[config.mk]
export PLATFORM = sky130hd
export DESIGN_NAME = ysyx_22050612_ifu
export DESIGN_NICKNAME = d
export VERILOG_FILES = /design/src/rtl/ysyx_22050612_pkg.sv /design/src/rtl/ysyx_22050612_ifu.sv
export SDC_FILE = /design/constraint.sdc
export NUM_CORES = 1
export LEC_CHECK = 0
export ABC_AREA = 1
export CAP_MARGIN = 40
export CORE_MARGIN = 8
export CORE_UTILIZATION = 45
export CTS_BUF_LIST = sky130_fd_sc_hd__clkbuf_2 sky130_fd_sc_hd__clkbuf_4 sky130_fd_sc_hd__clkbuf_8
export DETAILED_ROUTE_END_ITERATION = 7
export HOLD_SLACK_MARGIN = 0.03
export PLACE_DENSITY = 0.87
export SLEW_MARGIN = 20
export SYNTH_ARGS = -nofsm -noshare
export SYNTH_HDL_FRONTEND = slang
export SYNTH_SLANG_ARGS = --single-unit
export TNS_END_PERCENT = 30
[constraint.sdc]
create_clock -name clk -period 2.26 [get_ports clk]
set_clock_uncertainty 0.1 [all_clocks]
set_input_delay 0.339 -clock clk [delete_from_list [all_inputs] [get_ports clk]]
set_output_delay 0.339 -clock clk [all_outputs]
set_load 0.02 [all_outputs]
[src/rtl/ysyx_22050612_pkg.sv]
// Shared definitions for the ysyx_22050612 core front end: fetch FSM encoding,
// control-register bundle and well-known instruction encodings.
package ysyx_22050612_pkg;

    localparam int          XLEN_DEF     = 64;
    localparam logic [63:0] RESET_PC_DEF = 64'h0000_0000_8000_0000;
    localparam logic [31:0] NOP_INST     = 32'h0000_0013;
    localparam logic [31:0] EBREAK_INST  = 32'h0010_0073;

    typedef enum logic [2:0] {
        IFU_IDLE = 3'd0,
        IFU_REQ  = 3'd1,
        IFU_WAIT = 3'd2,
        IFU_OUT  = 3'd3,
        IFU_HALT = 3'd4
    } ifu_state_e;

    // Fetch control state gathered in one struct so it is visible as a single
    // hierarchical signal; drop marks an outstanding response to be discarded.
    typedef struct packed {
        ifu_state_e state;
        logic       drop;
        logic       halt_seen;
    } ifu_ctl_t;

    function automatic logic is_ebreak(input logic [31:0] word);
        return word == EBREAK_INST;
    endfunction

endpackage

[src/rtl/ysyx_22050612_ifu.sv]
// Instruction fetch unit: one outstanding 32-bit fetch at a time, redirect
// squashes in-flight work, halt or access fault stop fetching until reset.
module ysyx_22050612_ifu
    import ysyx_22050612_pkg::*;
#(
    parameter int               XLEN     = XLEN_DEF,
    parameter logic [XLEN-1:0]  RESET_PC = XLEN'(RESET_PC_DEF)
) (
    input  logic            clk,
    input  logic            rst_n,
    input  logic            redirect_valid,
    input  logic [XLEN-1:0] redirect_pc,
    input  logic            halt,
    output logic            imem_req_valid,
    input  logic            imem_req_ready,
    output logic [XLEN-1:0] imem_req_addr,
    input  logic            imem_rsp_valid,
    input  logic [31:0]     imem_rsp_data,
    input  logic            imem_rsp_err,
    output logic            inst_valid,
    input  logic            inst_ready,
    output logic [31:0]     inst,
    output logic [XLEN-1:0] inst_pc,
    output logic            inst_fault
);

    // Handshakes: a transfer happens on a rising edge where valid and ready are
    // both high; valid never waits on ready, and payload holds while valid is high.

    ifu_ctl_t        ctl_q;
    logic [XLEN-1:0] pc_q;
    logic [31:0]     inst_q;
    logic [XLEN-1:0] inst_pc_q;
    logic            fault_q;

    logic            halt_any;
    logic            req_fire;
    logic [XLEN-1:0] redirect_tgt;
    logic [XLEN-1:0] pc_next_seq;

    assign halt_any     = halt | ctl_q.halt_seen;
    assign redirect_tgt = {redirect_pc[XLEN-1:2], 2'b00};
    assign pc_next_seq  = pc_q + XLEN'(4);

    // halt is the only input allowed to reach an output without a register.
    assign imem_req_valid = (ctl_q.state == IFU_REQ) && !halt_any;
    assign imem_req_addr  = pc_q;
    assign req_fire       = imem_req_valid && imem_req_ready;

    assign inst_valid = (ctl_q.state == IFU_OUT);
    assign inst       = inst_q;
    assign inst_pc    = inst_pc_q;
    assign inst_fault = fault_q;

    always_ff @(posedge clk or negedge rst_n) begin
        if (!rst_n) begin
            ctl_q.state     <= IFU_IDLE;
            ctl_q.drop      <= 1'b0;
            ctl_q.halt_seen <= 1'b0;
            pc_q            <= RESET_PC;
            inst_q          <= 32'h0;
            inst_pc_q       <= '0;
            fault_q         <= 1'b0;
        end else begin
            if (halt && ctl_q.state != IFU_HALT) begin
                ctl_q.halt_seen <= 1'b1;
            end

            case (ctl_q.state)
                IFU_IDLE: begin
                    ctl_q.state <= IFU_REQ;
                end

                IFU_REQ: begin
                    if (redirect_valid) begin
                        // A request already on the bus carries the old pc; its response is dropped.
                        pc_q <= redirect_tgt;
                        if (req_fire) begin
                            ctl_q.state <= IFU_WAIT;
                            ctl_q.drop  <= 1'b1;
                        end
                    end else if (halt_any) begin
                        ctl_q.state <= IFU_HALT;
                    end else if (req_fire) begin
                        ctl_q.state <= IFU_WAIT;
                    end
                end

                IFU_WAIT: begin
                    if (redirect_valid) begin
                        pc_q <= redirect_tgt;
                        if (imem_rsp_valid) begin
                            ctl_q.state <= IFU_REQ;
                            ctl_q.drop  <= 1'b0;
                        end else begin
                            ctl_q.drop  <= 1'b1;
                        end
                    end else if (imem_rsp_valid) begin
                        if (ctl_q.drop) begin
                            ctl_q.drop  <= 1'b0;
                            ctl_q.state <= IFU_REQ;
                        end else begin
                            inst_q      <= imem_rsp_err ? NOP_INST : imem_rsp_data;
                            fault_q     <= imem_rsp_err;
                            inst_pc_q   <= pc_q;
                            ctl_q.state <= IFU_OUT;
                        end
                    end
                end

                IFU_OUT: begin
                    if (redirect_valid) begin
                        // Decode ignores a handshake that coincides with a redirect.
                        pc_q        <= redirect_tgt;
                        ctl_q.state <= IFU_REQ;
                    end else if (inst_ready) begin
                        pc_q <= pc_next_seq;
                        if (fault_q || halt_any) begin
                            ctl_q.state <= IFU_HALT;
                        end else begin
                            ctl_q.state <= IFU_REQ;
                        end
                    end
                end

                IFU_HALT: begin
                    ctl_q.state <= IFU_HALT;
                end

                default: begin
                    ctl_q.state <= IFU_IDLE;
                end
            endcase
        end
    end

endmodule

==> results of run 1 <==
how the worst min path moves through the flow:
stage	start	depth (start not counted)	endpoint	slack, ns
final	rst_n	2	imem_req_addr[33]	0.26
after global routing	rst_n	2	inst_pc[43]	0.30
after CTS	rst_n	2	imem_req_addr[28]	0.25
after detailed placement	rst_n	1	imem_req_addr[33]	0.21
after global placement	rst_n	1	inst_pc[49]	0.21
after floorplan	rst_n	0	ctl_q[0]	-0.06
cell type report:
type	instances	area (µm²)
sequential	162	4060
inverter	110	415
tap	265	332
clock buffer	17	234
timing repair buffer	318	3160
clock inverter	15	189
multi-input combinational	921	4160
fill	1724	6850
cell families (layout without fill, tap and decap cells):
| group | after synthesis | after routing | share of synthesized area [%] |
|---|---|---|---|
| flip-flops | 162 | 162 | 45.6 |
| XOR/XNOR | 13 | 13 | 1.28 |
| buffers and inverters | 160 | 460 | 7.96 |
| AND/OR/NAND/NOR | 720 | 720 | 32.8 |
| adder cells (fa/ha/maj) | 1 | 1 | 0.141 |
| other | 1 | 4 | 0.0422 |
| AO/OA/AOI/OAI | 183 | 183 | 12.2 |
repair_timing:
action	4_1_cts	5_1_grt
buffers inserted	0	0
hold buffers	1	0
resized for setup	5	3
cloned	0	0
setup endpoints to repair	2	5
hold endpoints to repair	45	0
per-layer routing:
layer | up-vias | track usage, %
li1 | 4549 | -
met1 | 4539 | 37.0
met2 | 482 | 46.8
met3 | 67 | 6.29
met4 | 0 | 9.52
met5 | - | 0
sequential cells by signal (all words and copies together), names as in the netlist:
name           cells
inst_fault         1
ctl_q              5
inst_pc           62
imem_req_addr     62
inst              32
power breakdown:
part / internal [mW] / switching (mW)
registers: 4.01 / 1.28
clock network: 0.947 / 1.33
logic: 3.45 / 4.60
Yosys cell counts, types with 6 or more instances:
master,number,area (µm²)
nand2_1,414,1550
nor2_1,201,754
dfrtp_1,161,4030
inv_1,104,390
nand3_1,66,330
o21ai_1,60,300
o21ai_0,40,200
a22o_1,29,254
a21oi_1,25,125
buf_2,25,125
nand4_1,17,106
xor2_1,13,114
o22ai_1,12,75.1
clkbuf_1,11,41.3
buf_4,8,60.1
nor2_2,7,43.8
buf_6,6,67.6
nor2_4,6,67.6
metrics by stage:
stage	utilization, %	hold WS [ns]	cell area (µm²)
2_1_floorplan	-	-0.0566	8900
3_3_place_gp	62.4	0.207	12100
3_5_place_dp	62.4	0.208	12100
4_1_cts	64.6	0.253	12500
5_1_grt	64.7	0.299	12500
6_report	64.7	0.257	12500
==> reports/qor.csv, run 1 <==
stage,metric,value,unit
worst_setup_path,max_stage_delay,0.69,ns
timing,finalHoldViolations,0,
placement,io_buffers,260,
power_and_ir_drop,powerDensity,1240,nW/µm²
flow_run,maxCapViolCount,0,
floorplanning,die_y,157,µm
route,antenna_left,0,
timing,grt_setup_unrepaired,false,
placement,place.gp.congestion,0.983,
route,drc_errors,0,
route,wl_met1,14400,µm
worst_setup_path,worst-path-stages,1,
finish,drive_above_1_share,7.65,%
worst_setup_path,cp-start-kind,register,
clock_tree,clk_pin_slew_worst_paths,0.10,ns
clock_tree,tritoncts,built,
clock_tree,cts_buffer_depth,2,
logic_synthesis,ys.flop_type,dfrtp_1,
worst_setup_path,worstSetupStartpoint,imem_req_addr[36],
finish,area_growth,41.2,%
global_routing,grt_max_degree,51,
clock_tree,root_buffer,clkbuf_8,
worst_setup_path,crit_type,reg -> out,
worst_setup_path,r2r_start,imem_req_addr[31],
finish,layout_common_cells,"nand2_1, clkdlybuf4s50_1, nor2_1, dfrtp_1, inv_1",
timing,finalMaxSlewViolations,0,
clock_tree,htreeDepth,4,
worst_setup_path,crit_slowest_cell,clkdlybuf4s50_1,
route,route.met2.wl,16300,µm
timing,period_minus_slack,2.18,ns
timing,setup_violations,0,
timing,timing.final.ws_setup,0.0821,ns
logic_synthesis,synth_seq_cells,162,
placement,dp_cells,1775,
logic_synthesis,netlist_area,8890,µm²
worst_setup_path,reg2reg_depth,10,
worst_setup_path,cp.required,1.82,ns
worst_setup_path,crit_arrival,1.74,ns
floorplanning,dieArea,24500,µm²
worst_setup_path,cp_top_family,buffers and inverters,
status,status,"complete, no violations",
global_routing,grt_pass1_wl,53700,µm
floorplanning,io_pins,267,
global_routing,grt_overflow,0,
placement,place_ws,0.0289,ns
floorplanning,rows,51,
logic_synthesis,yosys_warnings,0,
worst_setup_path,r2r_setup_slack,0.12,ns
logic_synthesis,synth_area_per_cell,7.17,µm²
clock_tree,cts_sinks,162,
floorplanning,fp.coreArea,19400,µm²
worst_setup_path,crit_path_end,imem_req_addr[36],
timing,relSlewSlack,59.1,%
timing,min_period_over_period,96.4,%
finish,num_antenna_cells,0,
global_routing,track_usage,28.6,%
timing,setup_tns,0,ns
finish,nNetsFinal,1635,
route,routed.top_layer,met4,
worst_setup_path,path_max_fanout,6,
clock_tree,cts_made_buffers,17,
logic_synthesis,synth_edf_count,0,
route,viasPerCell,5.33,
route,drt-wirelength-per-cell,19.3,µm
floorplanning,start_util,45.8,%
logic_synthesis,synthArstFlopShare,100,%
worst_setup_path,end_kind,output port,
logic_synthesis,postSynthCellCount,1240,
min_path,hold_class,in -> async,
global_routing,grt_pass1_vias,9384,
route,vias,9637,
power_and_ir_drop,p_total,15.6,mW
route,drt_pass1_iterations,6,
logic_synthesis,yosysUniqueCellTypes,33,
route,first_iter_violations,883,
placement,hpwl,28000,µm
finish,stdcell_count,1808,
clock_tree,clk_latency,0.48,ns
floorplanning,die_w,157,µm
timing,tightest_slew,0.613,ns
global_routing,antenna_found_initial,0,
power_and_ir_drop,leakage,5.82,nW
worst_setup_path,crit_chain,clkdlybuf4s50_1,
worst_setup_path,critPathBufInv,1,
logic_synthesis,yosysSeqAreaShare,45.6,%
power_and_ir_drop,ir_drop,0.000648,V
timing,fmax,459,MHz
route,finalWirelength,34900,µm
worst_setup_path,r2r-end,imem_req_addr[51],
route,wl_met3,3200,µm
finish,final_common_cell,nand2_1,
(Power assumes the default switching activity.)
==> run 2: changes to the inputs <==
--- a/config.mk
+++ b/config.mk
@@ -5,14 +5,13 @@
 export SDC_FILE = /design/constraint.sdc
 export NUM_CORES = 1
 export LEC_CHECK = 0
-export ABC_AREA = 1
 export CAP_MARGIN = 40
 export CORE_MARGIN = 8
 export CORE_UTILIZATION = 45
 export CTS_BUF_LIST = sky130_fd_sc_hd__clkbuf_2 sky130_fd_sc_hd__clkbuf_4 sky130_fd_sc_hd__clkbuf_8
 export DETAILED_ROUTE_END_ITERATION = 7
 export HOLD_SLACK_MARGIN = 0.03
-export PLACE_DENSITY = 0.87
+export PLACE_DENSITY = 0.89
 export SLEW_MARGIN = 20
 export SYNTH_ARGS = -nofsm -noshare
 export SYNTH_HDL_FRONTEND = slang
==> run 2 against run 1 <==
Register-to-register slack worse by 0.12 ns. Critical endpoint is now imem_req_addr[35]. Die area is 7.6% lower. Fmax decreased by 3.5%. Synthesized area decreased by 8.4%. Highest routed layer is now met5. Routed wire length fell by 16%. Worst setup slack got worse by 0.079 ns. Worst hold slack gained 0.043 ns. Count of clock-buffer cells in the layout increased by 4. First-iteration DRC count is 14% lower. Flip-flop and latch count did not move.
==> reports/qor.csv, run 2 <==
stage,metric,value,unit,change
route,antenna_left,0,,unchanged
logic_synthesis,netlist.area_leader.share,49.5,%,was 45.3%
placement,dp_cells,1385,,"was 1,775"
placement,place.gp.congestion,0.952,,was 0.983
clock_tree,tritoncts,built,,unchanged
timing,finalHoldViolations,0,,unchanged
floorplanning,die_y,150,µm,was 157 µm
finish,drive_above_1_share,20.3,%,was 7.65%
logic_synthesis,ys.flop_type,dfrtp_1,,unchanged
power_and_ir_drop,leakage,5.16,nW,was 5.82 nW
clock_tree,cts_buffer_depth,2,,unchanged
min_path,hold_class,in -> async,,unchanged
timing,setup_violations,0,,unchanged
floorplanning,dieArea,22600,µm²,"was 24,500 µm²"
logic_synthesis,synth_edf_count,0,,unchanged
route,first_iter_violations,757,,was 883
finish,num_antenna_cells,0,,unchanged
logic_synthesis,yosysUniqueCellTypes,57,,was 33
logic_synthesis,synth_common_cells,"dfrtp_1, nand2_1, nor2_1",,"was nand2_1, nor2_1, dfrtp_1"
timing,grt_setup_unrepaired,true,,was false
finish,fin_util,68.8,%,was 64.7%
worst_setup_path,cp-start-kind,register,,unchanged
timing,period_minus_slack,2.26,ns,was 2.18 ns
power_and_ir_drop,seqPwrFrac,34.5,%,was 33.9%
logic_synthesis,postSynthCellCount,837,,"was 1,240"
worst_setup_path,end_kind,register,,was output port
worst_setup_path,crit_arrival,2.51,ns,was 1.74 ns
worst_setup_path,r2r_setup_slack,0.003,ns,was 0.12 ns
status,status,"complete, no violations",,unchanged
power_and_ir_drop,p_int,6.86,mW,was 8.40 mW
floorplanning,fp.coreArea,17800,µm²,"was 19,400 µm²"
placement,hpwl,21700,µm,"was 28,000 µm"
timing,fmax,443,MHz,was 459 MHz
finish,stdcell_count,1418,,"was 1,808"
logic_synthesis,synth_area_leaders,"dfrtp_1, mux2_2, o21ai_0, nand2_1, nor2_1",,"was dfrtp_1, nand2_1, nor2_1, inv_1, nand3_1"
logic_synthesis,synth_area_per_cell,9.72,µm²,was 7.17 µm²
power_and_ir_drop,swShare,40.3,%,was 46.2%
clock_tree,cts_made_buffers,17,,unchanged
worst_setup_path,reg2reg_depth,7,,was 10
finish,area_growth,50.8,%,was 41.2%
finish,nNetsFinal,1281,,"was 1,635"
power_and_ir_drop,powerDensity,937,nW/µm²,was 1240 nW/µm²
finish,fillCellCount,1305,,"was 1,724"
timing,min_period_over_period,99.9,%,was 96.4%
route,finalWirelength,29200,µm,"was 34,900 µm"
placement,io_buffers,260,,unchanged
global_routing,grt_pass1_vias,8540,,"was 9,384"
worst_setup_path,crit_type,reg -> reg,,was reg -> out
worst_setup_path,cp.required,2.51,ns,was 1.82 ns
clock_tree,root_buffer,clkbuf_8,,unchanged
floorplanning,start_util,45.6,%,was 45.8%
finish,multiInputGateArea,3910,µm²,was 4160 µm²
worst_setup_path,r2r-end,imem_req_addr[35],,was imem_req_addr[51]
global_routing,grt_max_degree,63,,was 51
logic_synthesis,yosysSeqAreaShare,49.8,%,was 45.6%
clock_tree,clk_latency,0.47,ns,was 0.48 ns
route,viasPerCell,5.90,,was 5.33
route,drt-wirelength-per-cell,20.6,µm,was 19.3 µm
floorplanning,rows,49,,was 51
finish,layout_common_cells,"clkdlybuf4s50_1, dfrtp_1, buf_4, nand2_1, nor2_1",,"was nand2_1, clkdlybuf4s50_1, nor2_1, dfrtp_1, inv_1"
route,drc_errors,0,,unchanged
worst_setup_path,r2r_start,imem_req_addr[21],,was imem_req_addr[31]
logic_synthesis,synth.largest_area_cell,dfrtp_1,,unchanged
global_routing,track_usage,25.5,%,was 28.6%
timing,finalMaxSlewViolations,0,,unchanged
logic_synthesis,synthArstFlopShare,100,%,unchanged
finish,final_common_cell,clkdlybuf4s50_1,,was nand2_1
route,drt_pass1_iterations,6,,unchanged
logic_synthesis,yosys_warnings,0,,unchanged
global_routing,grt_pass1_wl,45200,µm,"was 53,700 µm"
clock_tree,clk_pin_slew_worst_paths,0.09,ns,was 0.10 ns
floorplanning,die_w,150,µm,was 157 µm
power_and_ir_drop,ir_drop,0.000552,V,was 0.000648 V
power_and_ir_drop,p_clk_share,19.3,%,was 14.6%
power_and_ir_drop,pwr-share-comb,46.2,%,was 51.6%
logic_synthesis,synth_most_common_cell,dfrtp_1,,was nand2_1
power_and_ir_drop,p_sw,4.64,mW,was 7.21 mW
finish,seq_area,4060,µm²,about the same
global_routing,antenna_found_initial,2,,was 0
route,vias,8366,,"was 9,637"
flow_run,maxCapViolCount,0,,unchanged
timing,relSlewSlack,58.6,%,was 59.1%
clock_tree,htreeDepth,4,,unchanged
timing,tightest_slew,0.621,ns,was 0.613 ns
floorplanning,io_pins,267,,unchanged
global_routing,grt_overflow,0,,unchanged
clock_tree,cts_sinks,162,,unchanged
logic_synthesis,synth_seq_cells,162,,unchanged
logic_synthesis,netlist_area,8140,µm²,was 8890 µm²
worst_setup_path,path_max_fanout,9,,was 6
timing,holdWs,0.300,ns,was 0.257 ns
-- run 2: power groups by stage --
| stage | clock [mW] | sequential (mW) | combinational, mW |
|---|---|---|---|
| 5_1_grt | 2.37 | 4.04 | 5.66 |
| 6_report | 2.22 | 3.97 | 5.32 |
| 2_1_floorplan | 0 | 4.66 | 1.79 |
| 4_1_cts | 2.25 | 3.95 | 5.21 |
| 3_5_place_dp | 0 | 4.00 | 5.17 |
| 3_3_place_gp | 0 | 3.96 | 5.05 |
-- run 2: routing by layer --
metal,vias up,global-route usage (%),wire length (µm)
li1,3728,-,-
met1,4028,30.3,11000
met2,517,40.9,13800
met3,89,9.68,3560
met4,4,10.1,878
met5,-,0,23
-- run 2: layout make-up --
cell class              count  area share [%]
clock buffers              21            2.20
clock inverters            11            1.06
inverters                   8           0.245
multi-input cells         609            31.9
flip-flops and latches    162            33.1
well taps                 229            2.33
repair buffers            378            29.2
-- run 2: cells by family after synthesis --
| group | share of synthesized area [%] |
|---|---|
| adders and majority gates | 0.154 |
| DFF | 49.8 |
| AOI/OAI and AO/OA | 15.7 |
| muxes | 8.67 |
| and+or+nand+nor | 22.2 |
| buffers and inverters | 3.46 |
| other | 0.0461 |
-- run 2: how the worst max path moves through the flow --
stage | slack (ns) | to | start
2_1_floorplan | -0.04 | imem_req_addr[54] | imem_req_addr[42]
3_3_place_gp | -0.24 | imem_req_addr[45] | redirect_valid
3_5_place_dp | -0.34 | imem_req_addr[63] | redirect_valid
4_1_cts | -0.0003 | imem_req_valid | ctl_q[4]
5_1_grt | -0.07 | imem_req_addr[35] | imem_req_addr[21]
6_report | 0.003 | imem_req_addr[35] | imem_req_addr[21]
-- run 2: timing repair --
item                                    CTS  global route
hold buffers                              1             0
endpoints found under the setup margin   12            29
gates resized for setup                   6            13
setup buffers                             0             1
hold endpoints to repair                 57             0
pin swaps                                 2             6
-- run 2: stage by stage --
step	area, µm²	setup TNS (ns)	power, mW	setup WS, ns
after floorplan	8190	-0.119	6.45	-0.0380
after global placement	11800	-7.39	9.01	-0.240
after detailed placement	11800	-11.00	9.17	-0.337
after CTS	12200	-0.000302	11.4	-0.000302
after global routing	12300	-0.170	12.1	-0.0685
final	12300	0	11.5	0.00283
-- run 2: worst max-delay path, cell delays in order, from the launching register on --
cell and delay (ns):
dfrtp_1 0.37, buf_4 0.16, and4_1 0.27, nand4_1 0.37, nor3_1 0.48, buf_4 0.20
a31o_2 0.14, nor2_1 0.04
